===== src/rtl/robot_path_scheduler.sv =====
// Purpose: frame-paced autonomous mover for the robot sprite on the board grid; steps toward a target, avoids the obstacle, collects trash.
// Latency: first step lands FRAMES_PER_STEP frame ticks after Go is accepted; Done pulses the cycle after the final step or a rejection.
// Backpressure: Go is sampled only while idle; requests during a move are dropped. Define ROBOT_DIAG_MOVE_EN for diagonal stepping.
module robot_path_scheduler #(
    parameter int FRAMES_PER_STEP = 4,
    parameter int NUM_COLS        = 10,
    parameter int NUM_ROWS        = 5,
    parameter int START_COL       = 1,
    parameter int START_ROW       = 5
) (
    input  logic        Clock50,
    input  logic        Reset,
    input  logic        v_sync,
    input  logic        Go,
    input  logic [3:0]  TargetCol,
    input  logic [2:0]  TargetRow,
    input  logic [3:0]  ObstCol,
    input  logic [2:0]  ObstRow,
    input  logic [11:0] TrashCols,
    input  logic [8:0]  TrashRows,
    input  logic        ClearTrash,
    output logic [3:0]  RobotCol,
    output logic [2:0]  RobotRow,
    output logic        Busy,
    output logic        Done,
    output logic        Blocked,
    output logic [2:0]  Collected
);

    localparam logic [3:0] LP_MAX_COL   = 4'(NUM_COLS);
    localparam logic [2:0] LP_MAX_ROW   = 3'(NUM_ROWS);
    localparam logic [3:0] LP_START_COL = 4'(START_COL);
    localparam logic [2:0] LP_START_ROW = 3'(START_ROW);
    localparam logic [5:0] LP_LAST_CNT  = 6'(FRAMES_PER_STEP - 1);

    typedef enum logic [1:0] {
        S_IDLE   = 2'd0,
        S_PACE   = 2'd1,
        S_STEP   = 2'd2,
        S_FINISH = 2'd3
    } state_t;

    state_t      r_state;
    state_t      w_state_nxt;

    logic        r_vs_meta;
    logic        r_vs_sync;
    logic        r_vs_prev;
    logic        w_tick;

    logic [5:0]  r_cnt;
    logic [5:0]  w_cnt_nxt;

    logic [3:0]  r_col;
    logic [2:0]  r_row;
    logic [3:0]  r_tgt_col;
    logic [2:0]  r_tgt_row;
    logic        r_done;
    logic        r_blocked;
    logic [2:0]  r_collected;

    logic        w_done_nxt;
    logic        w_blocked_nxt;
    logic        w_latch;
    logic        w_move;

    logic        w_tgt_illegal;
    logic        w_tgt_obst;
    logic        w_tgt_here;

    logic        w_col_ne;
    logic        w_row_ne;
    logic [3:0]  w_col_step;
    logic [2:0]  w_row_step;
    logic        w_hit_colonly;
    logic        w_hit_rowonly;
`ifdef ROBOT_DIAG_MOVE_EN
    logic        w_hit_diag;
`endif

    logic [3:0]  w_cand_col;
    logic [2:0]  w_cand_row;
    logic        w_cand_hit;
    logic        w_cand_at_tgt;
    logic [2:0]  w_trash_hit;

    // v_sync is asynchronous: two-flop synchronizer plus a history flop for edge detection
    always_ff @(posedge Clock50 or negedge Reset) begin
        if (!Reset) begin
            r_vs_meta <= 1'b0;
            r_vs_sync <= 1'b0;
            r_vs_prev <= 1'b0;
        end else begin
            r_vs_meta <= v_sync;
            r_vs_sync <= r_vs_meta;
            r_vs_prev <= r_vs_sync;
        end
    end

    assign w_tick = r_vs_sync & ~r_vs_prev;

    // Request screening uses live target and obstacle inputs while idle
    assign w_tgt_illegal = (TargetCol == 4'd0) || (TargetCol > LP_MAX_COL) ||
                           (TargetRow == 3'd0) || (TargetRow > LP_MAX_ROW);
    assign w_tgt_obst    = (TargetCol == ObstCol) && (TargetRow == ObstRow);
    assign w_tgt_here    = (TargetCol == r_col) && (TargetRow == r_row);

    // One-cell moves toward the latched target on each axis; the target is always
    // legal, so these never leave the board
    assign w_col_ne   = (r_col != r_tgt_col);
    assign w_row_ne   = (r_row != r_tgt_row);
    assign w_col_step = (r_tgt_col > r_col) ? (r_col + 4'd1) : (r_col - 4'd1);
    assign w_row_step = (r_tgt_row > r_row) ? (r_row + 3'd1) : (r_row - 3'd1);

    assign w_hit_colonly = (w_col_step == ObstCol) && (r_row == ObstRow);
    assign w_hit_rowonly = (r_col == ObstCol) && (w_row_step == ObstRow);
`ifdef ROBOT_DIAG_MOVE_EN
    assign w_hit_diag    = (w_col_step == ObstCol) && (w_row_step == ObstRow);
`endif

    // Choose the candidate cell for this step; w_cand_hit means every allowed candidate is the obstacle
    always_comb begin
        w_cand_col = r_col;
        w_cand_row = r_row;
        w_cand_hit = 1'b0;
`ifdef ROBOT_DIAG_MOVE_EN
        if (w_col_ne && w_row_ne) begin
            if (!w_hit_diag) begin
                w_cand_col = w_col_step;
                w_cand_row = w_row_step;
            end else if (!w_hit_colonly) begin
                w_cand_col = w_col_step;
            end else if (!w_hit_rowonly) begin
                w_cand_row = w_row_step;
            end else begin
                w_cand_hit = 1'b1;
            end
        end else if (w_col_ne) begin
            w_cand_col = w_col_step;
            w_cand_hit = w_hit_colonly;
        end else begin
            w_cand_row = w_row_step;
            w_cand_hit = w_hit_rowonly;
        end
`else
        if (w_col_ne) begin
            w_cand_col = w_col_step;
            w_cand_hit = w_hit_colonly;
        end else begin
            w_cand_row = w_row_step;
            w_cand_hit = w_hit_rowonly;
        end
`endif
    end

    assign w_cand_at_tgt = (w_cand_col == r_tgt_col) && (w_cand_row == r_tgt_row);

    // Which trash sprites sit on the candidate cell (live inputs)
    always_comb begin
        w_trash_hit = 3'b000;
        for (int i = 0; i < 3; i++) begin
            w_trash_hit[i] = (TrashCols[i*4 +: 4] == w_cand_col) &&
                             (TrashRows[i*3 +: 3] == w_cand_row);
        end
    end

    // FSM state register
    always_ff @(posedge Clock50 or negedge Reset) begin
        if (!Reset) begin
            r_state <= S_IDLE;
        end else begin
            r_state <= w_state_nxt;
        end
    end

    // FSM next state plus datapath controls
    always_comb begin
        w_state_nxt   = r_state;
        w_cnt_nxt     = r_cnt;
        w_done_nxt    = 1'b0;
        w_blocked_nxt = r_blocked;
        w_latch       = 1'b0;
        w_move        = 1'b0;
        case (r_state)
            S_IDLE: begin
                if (Go) begin
                    if (w_tgt_illegal || w_tgt_obst) begin
                        w_blocked_nxt = 1'b1;
                        w_done_nxt    = 1'b1;
                    end else if (w_tgt_here) begin
                        w_blocked_nxt = 1'b0;
                        w_done_nxt    = 1'b1;
                    end else begin
                        w_blocked_nxt = 1'b0;
                        w_cnt_nxt     = 6'd0;
                        w_latch       = 1'b1;
                        w_state_nxt   = S_PACE;
                    end
                end
            end
            S_PACE: begin
                if (w_tick) begin
                    if (r_cnt == LP_LAST_CNT) begin
                        w_cnt_nxt   = 6'd0;
                        w_state_nxt = S_STEP;
                    end else begin
                        w_cnt_nxt = r_cnt + 6'd1;
                    end
                end
            end
            S_STEP: begin
                if (w_cand_hit) begin
                    w_blocked_nxt = 1'b1;
                    w_done_nxt    = 1'b1;
                    w_state_nxt   = S_FINISH;
                end else begin
                    w_move = 1'b1;
                    if (w_cand_at_tgt) begin
                        w_done_nxt  = 1'b1;
                        w_state_nxt = S_FINISH;
                    end else begin
                        w_state_nxt = S_PACE;
                    end
                end
            end
            S_FINISH: begin
                w_state_nxt = S_IDLE;
            end
            default: begin
                w_state_nxt = S_IDLE;
            end
        endcase
    end

    // Position, target latch, pacing counter and status flags
    always_ff @(posedge Clock50 or negedge Reset) begin
        if (!Reset) begin
            r_col     <= LP_START_COL;
            r_row     <= LP_START_ROW;
            r_tgt_col <= LP_START_COL;
            r_tgt_row <= LP_START_ROW;
            r_cnt     <= 6'd0;
            r_done    <= 1'b0;
            r_blocked <= 1'b0;
        end else begin
            r_cnt     <= w_cnt_nxt;
            r_done    <= w_done_nxt;
            r_blocked <= w_blocked_nxt;
            if (w_latch) begin
                r_tgt_col <= TargetCol;
                r_tgt_row <= TargetRow;
            end
            if (w_move) begin
                r_col <= w_cand_col;
                r_row <= w_cand_row;
            end
        end
    end

    // Sticky collected flags; a clear wins over a collection in the same cycle
    always_ff @(posedge Clock50 or negedge Reset) begin
        if (!Reset) begin
            r_collected <= 3'b000;
        end else if (ClearTrash) begin
            r_collected <= 3'b000;
        end else if (w_move) begin
            r_collected <= r_collected | w_trash_hit;
        end
    end

    assign RobotCol  = r_col;
    assign RobotRow  = r_row;
    assign Busy      = (r_state == S_PACE) || (r_state == S_STEP);
    assign Done      = r_done;
    assign Blocked   = r_blocked;
    assign Collected = r_collected;

endmodule


===== config.mk =====
export PLATFORM = sky130hd
export DESIGN_NAME = robot_path_scheduler
export DESIGN_NICKNAME = d
export VERILOG_FILES = /design/src/rtl/robot_path_scheduler.sv
export SDC_FILE = /design/constraint.sdc
export NUM_CORES = 1
export LEC_CHECK = 0
export BUFFER_PORTS_ARGS = -buffer_cell sky130_fd_sc_hd__buf_4
export CAP_MARGIN = 20
export CORE_MARGIN = 5
export CORE_UTILIZATION = 40
export CTS_CLUSTER_SIZE = 8
export DETAILED_ROUTE_END_ITERATION = 6
export PLACE_DENSITY = 0.6
export SLEW_MARGIN = 25
export SYNTH_ARGS = -nofsm -noshare
export SYNTH_HDL_FRONTEND = slang
export SYNTH_SLANG_ARGS = --single-unit

===== constraint.sdc =====
create_clock -name Clock50 -period 4.9 [get_ports Clock50]
set_input_delay 0.49 -clock Clock50 [delete_from_list [all_inputs] [get_ports Clock50]]
set_output_delay 0.49 -clock Clock50 [all_outputs]
set_load 0.05 [all_outputs]

# Word-level counts from Yosys, hierarchy flattened
# Cells that the tools add are included.
dict set report word_totals {
  register_bits 30
  latchBits 0
  ram_bits 0
  mem_bits_ro 0
  inputBits 40
  output_inout_bits 13
  elab_cells 110
  mem_count 0
}
dict set report classes {
  n_addsub 5
  mul 0
  div_mod_pow 0
  magnitude_cmp 4
  eq_ne 27
  n_shift 0
  muxes 37
  bitwise 3
  n_reduce_logical 22
}
# op n
set op_table {}
lappend op_table {{4-bit == test} 8}
lappend op_table {{6-bit 2-to-1 mux} 5}
lappend op_table {{3-bit == test} 8}
lappend op_table {{1-bit 2-to-1 mux} 15}
lappend op_table {{2-bit 2-to-1 mux} 7}
lappend op_table {{3-bit 2-to-1 mux} 4}
lappend op_table {{2-bit != test (second input constant)} 6}
lappend op_table {{6-bit one-hot mux with 2 select lines} 1}
lappend op_table {{5-bit AND reduction} 2}
lappend op_table {{1-bit logical AND} 8}
lappend op_table {{4-bit 2-to-1 mux} 2}
lappend op_table {{2-bit one-hot mux with 4 select lines} 1}
lappend op_table {{6-bit by 1-bit adder with 6-bit output (second input constant)} 1}
lappend op_table {{6-bit by 2-bit == test with 1-bit output (second input constant)} 1}
lappend op_table {{2-bit nonzero test} 3}
lappend op_table {{1-bit logical OR} 5}
lappend op_table {{4-bit by 1-bit adder with 4-bit output (second input constant)} 1}
lappend op_table {{2-bit == test (second input constant)} 2}
lappend op_table {{4-bit > comparator} 1}
lappend op_table {{4-bit > comparator (second input constant)} 1}
lappend op_table {{4-bit logical NOT} 1}
lappend op_table {{4-bit != test} 1}
lappend op_table {{1-bit one-hot mux with 2 select lines} 2}
lappend op_table {{4-bit by 1-bit subtractor with 4-bit output (second input constant)} 1}
lappend op_table {{11 further kinds} 11}

# Depth between registers and ports, before layout
dict set report logic_depth {
  depth_word 9
  ltp_mapped 17
  mapped_depth_nobuf 15
}

# Worst setup path after synthesis
# No wires, ideal clock.
dict set report synth_timing {
  path_type {reg-to-reg}
  from {reg r_col[1], in the netlist RobotCol[1]}
  to {reg r_col[2], in the netlist RobotCol[2]}
  setup_ns 0.125
  arrival_ns 4.065
  required_ns 4.775
  path_slack_ns 0.710
  stages_incl_launch_ff 16
  path_buffers 1
  synth_period_minus_slack_ns 4.190
  path_cell_list {dfrtp_1 > clkbuf_1 > inv_1 > ha_1 > nor2b_1 > o211ai_1 > nand2_1 > nand2_1 > inv_1 > fa_1 > xnor2_1 > xor2_1 > nor3b_1 > mux2_2 > nor3_4 > mux2_4}
}
dict set report synth_via {
  elab_chain_cells 7
  word_cells_on_any_way 13
  cone_classes {2 x add/sub; 1 x order compare; 3 x eq/ne; 5 x mux; 2 x reduce/logical}
}
# item line
set synth_lines {}
lappend synth_lines {{start: declaration} 54} ;# logic [3:0] r_col;
lappend synth_lines {{start signal: assignment} 254} ;# r_col <= w_cand_col;
lappend synth_lines {{4-bit by 1-bit subtractor with 4-bit output (tied with other cells)} 112} ;# assign w_col_step = (r_tgt_col > r_col) ? (r_col + 4'd1) : (r_col - 4'd1);
lappend synth_lines {{4-bit 2-to-1 mux} 112}
lappend synth_lines {{4-bit == test} 115} ;# assign w_hit_colonly = (w_col_step == ObstCol) && (r_row == ObstRow);
lappend synth_lines {{1-bit logical AND} 115}
lappend synth_lines {{1-bit 2-to-1 mux} 146} ;# if (w_col_ne) begin
lappend synth_lines {{1-bit 2-to-1 mux} 212} ;# if (w_cand_hit) begin
lappend synth_lines {{1-bit 2-to-1 mux} 184} ;# case (r_state)
# Parallel ways exist; a longest one is shown, timed or not.
# A chain may end at the register's enable or synchronous reset.

# Worst setup path after layout
# Ends and elaborated chain as after synthesis.

==> impl_metrics.env <==
export IMPL_status="finished clean"
export IMPL_synth_top_family_by_area="XOR/XNOR gates"
export IMPL_p_leak_uw=0.001364
export IMPL_grt_pass1_vias=2187
export IMPL_rsz0062_at_grt="no"
export IMPL_synth_seq_cells=30
export IMPL_ant_nets=0
export IMPL_design_die_area_mm2=0.008542
export IMPL_portBuffers=52
export IMPL_cp_end_kind="flop"
export IMPL_synthSimpleGateAreaFrac_pct=16.90
export IMPL_cts_tree="built"
export IMPL_dr_pass1_iters=4
export IMPL_cts_resized=0
export IMPL_num_antenna_cells=0
export IMPL_yosysSeqAreaShare_pct=27.90
export IMPL_mostFrequentLayoutCell="buf_4"
export IMPL_cpMaxStageDelayCell="fa_1"
export IMPL_maxCapViolCount=0
export IMPL_crit_arrival_ns=4.26
export IMPL_grt_pass1_wl_um=11230
export IMPL_place_congestion=0.8085
export IMPL_path_class="flop to flop"
export IMPL_synth_main_ff_cell="dfrtp_1"
export IMPL_fp_coreArea_mm2=0.006719
export IMPL_clock_fmax_mhz=243.8
export IMPL_rows=30
export IMPL_drc=0
export IMPL_drv_slew=0
export IMPL_syn_nets=340
export IMPL_viasPerCell=5.337
export IMPL_power_density_mw_per_mm2=863.0
export IMPL_fillCellCount=637
export IMPL_r2r_end="RobotCol[2]$_DFFE_PN0P_"
export IMPL_startpoint="RobotCol[1]$_DFFE_PN0P_"
export IMPL_slew_headroom_pct=51.43
export IMPL_hold_viol=0
export IMPL_cp_max_fo=10
export IMPL_final_nets=390
export IMPL_synth_cells=285
export IMPL_synth_compound_area_share_pct=11.83
export IMPL_synth_area_mux_share_pct=7.366
export IMPL_peakVddDrop_mv=0.3651
export IMPL_postCtsSetupBuffers=0
export IMPL_grt_max_degree=31
export IMPL_tightest_slew_ns=0.7286
export IMPL_rrSetupSlack_ns=0.80
export IMPL_pin_count=53
export IMPL_die_h_um=92.43
export IMPL_fin_tns_setup_ns=0
export IMPL_synth_avg_cell_area_um2=9.535
export IMPL_cts_max_path_buffers=2
export IMPL_track_usage_pct=16.29
export IMPL_finalCriticalPeriod_ns=4.101
export IMPL_vias=2220
export IMPL_fin_skew_ns=0.003196
export IMPL_clock_root_buffer="clkbuf_8"
export IMPL_crit_path_cell_trace="inv_1 > ha_1 > nor2b_1 > o211ai_1 > nand2_1 > nand2_1 > inv_1 > fa_1 > xnor2_1 > nor4_1 > nand3_1 > nor3_1 > mux2_2 > nor3_4 > mux2_4"
export IMPL_cp_start_kind="flop"
export IMPL_drt_initial_drc_count=91
export IMPL_worst_slack_ns=0.7986
export IMPL_cts_hold_buf=0
export IMPL_path_clk_slew_ns=0.07
export IMPL_max_stage_delay_ns=0.72
export IMPL_yosys_area_share_xor_xnor_pct=24.91
export IMPL_critical_path_required_ns=5.06
export IMPL_hold_class="input port to async pin"
export IMPL_yosysWarnings=0
export IMPL_dp_hpwl_um=5420
export IMPL_post_place_ws_ns=0.8452
export IMPL_start_util_pct=40.45
export IMPL_drive_gt1_share_pct=25.60
export IMPL_final_cell_mix="buf_4, xnor2_1, xor2_1"
export IMPL_setup_viol=0
export IMPL_r2r_start="RobotCol[1]$_DFFE_PN0P_"
export IMPL_drt_wirelength_per_cell_um=16.24
export IMPL_syn_cell_area_mm2=0.002718
export IMPL_period_share_pct=83.70
export IMPL_rr_worst_depth=15
export IMPL_clk_insertion_delay_late_ns=0.27
export IMPL_synthArstFlopShare_pct=100.0
export IMPL_post_synth_num_cell_types=49
export IMPL_register_area_um2=758.2
export IMPL_cts_inserted_buffers=5
export IMPL_synth_edf_count=0
export IMPL_multiInputGateArea_mm2=0.001861
export IMPL_die_x_um=92.43
export IMPL_wirelength_um=6756
export IMPL_endpoint="RobotCol[2]$_DFFE_PN0P_"
export IMPL_cts_htree_levels=2
export IMPL_cts_sinks=30
export IMPL_synthAdderAreaFrac_pct=7.459
export IMPL_syn_to_final_growth_pct=20.26
export IMPL_grt_antenna_before_repair=0
export IMPL_grt_ovfl_total=0
-- metal layers --
metal  track usage (%)  vias up  part of all wire, %  wire length [µm]
met5                 0        -                    0                 0
met4             2.228        0                 0.43                29
met3             2.437        2                  3.2               218
met2             24.65       41                   46              3074
met1             24.91     1064                   51              3432
li1                  -     1113                    -                 -
-- power breakdown --
group / switching (µW) / internal (µW) / total (µW)
logic: 1140 / 958 / 2100
clock network: 92.4 / 113 / 206
registers: 167 / 352 / 519
total: 1400 / 1420 / 2820
-- critical path, delay by kind of cell (launching register included) --
kind                     cells  cell delay (ns)
AO/OA/AOI/OAI                1             0.16
XOR/XNOR                     1             0.12
adder cells (fa/ha/maj)      2             1.08
buffers and inverters        2             0.25
flip-flops                   1             0.61
multiplexers                 2             0.63
AND/OR/NAND/NOR              7             1.12
-- how the worst min path moves through the flow --
stage	start	to	slack, ns
final	Reset	r_cnt[3]$_DFFE_PN0P_	0.14
after global routing	Reset	r_cnt[4]$_DFFE_PN0P_	0.17
after CTS	Reset	r_cnt[4]$_DFFE_PN0P_	0.15
after detailed placement	r_vs_meta$_DFF_PN0_	r_vs_sync$_DFF_PN0_	0.35
after global placement	r_vs_meta$_DFF_PN0_	r_vs_sync$_DFF_PN0_	0.34
after floorplan	Reset	Blocked$_DFFE_PN0P_	0.19
-- layout make-up --
class | instances | area share [%]
clock buffer | 7 | 2.642
clock inverter | 1 | 0.1531
inverter | 14 | 1.608
multi-input combinational | 230 | 56.93
sequential | 30 | 23.20
tap | 80 | 3.063
timing repair buffer | 54 | 12.40
-- cells by family after synthesis --
logic type	count (synthesis)
AOI/OAI and AO/OA	42
xor gates and xnor gates	74
adders and majority gates	15
buffers and inverters	25
DFF	30
muxes	18
and+or+nand+nor	81
-- flip-flops by register name, summed over array words and instances (netlist names), 2 cells and up --
name	flops
r_tgt_col	4
r_tgt_row	3
r_state	2
RobotCol	4
Collected	3
RobotRow	3
r_cnt	6
-- stage by stage --
step | utilization, % | cell area [µm²] | total power [µW] | std cells | hold slack [ns]
2_1_floorplan | - | 2718 | 2143 | 285 | 0.1944
3_3_place_gp | 47.28 | 3177 | 2603 | 408 | 0.3360
3_5_place_dp | 47.28 | 3177 | 2614 | 408 | 0.3544
4_1_cts | 48.64 | 3268 | 2835 | 416 | 0.1464
5_1_grt | 48.64 | 3268 | 3054 | 416 | 0.1677
6_report | 48.64 | 3268 | 2821 | 416 | 0.1359
-- cells in the mapped netlist, drive strengths merged (5+ instances only) --
master   n  area, µm²
nand2   12      45.04
ha      13      162.7
xor2    25      219.0
nor2b    6      37.54
mux2i    5      50.05
nand3    7      35.03
nor3    15      91.34
buf      5      23.77
clkbuf   6      22.52
o21ai   11      58.81
mux2    13      150.1
a21oi    7      35.03
dfstp    6      157.7
xnor2   47      411.6
inv     14      52.55
nor4    12      75.07
nor2     8      30.03
dfrtp   24      600.6
(Power assumes the default switching activity.)
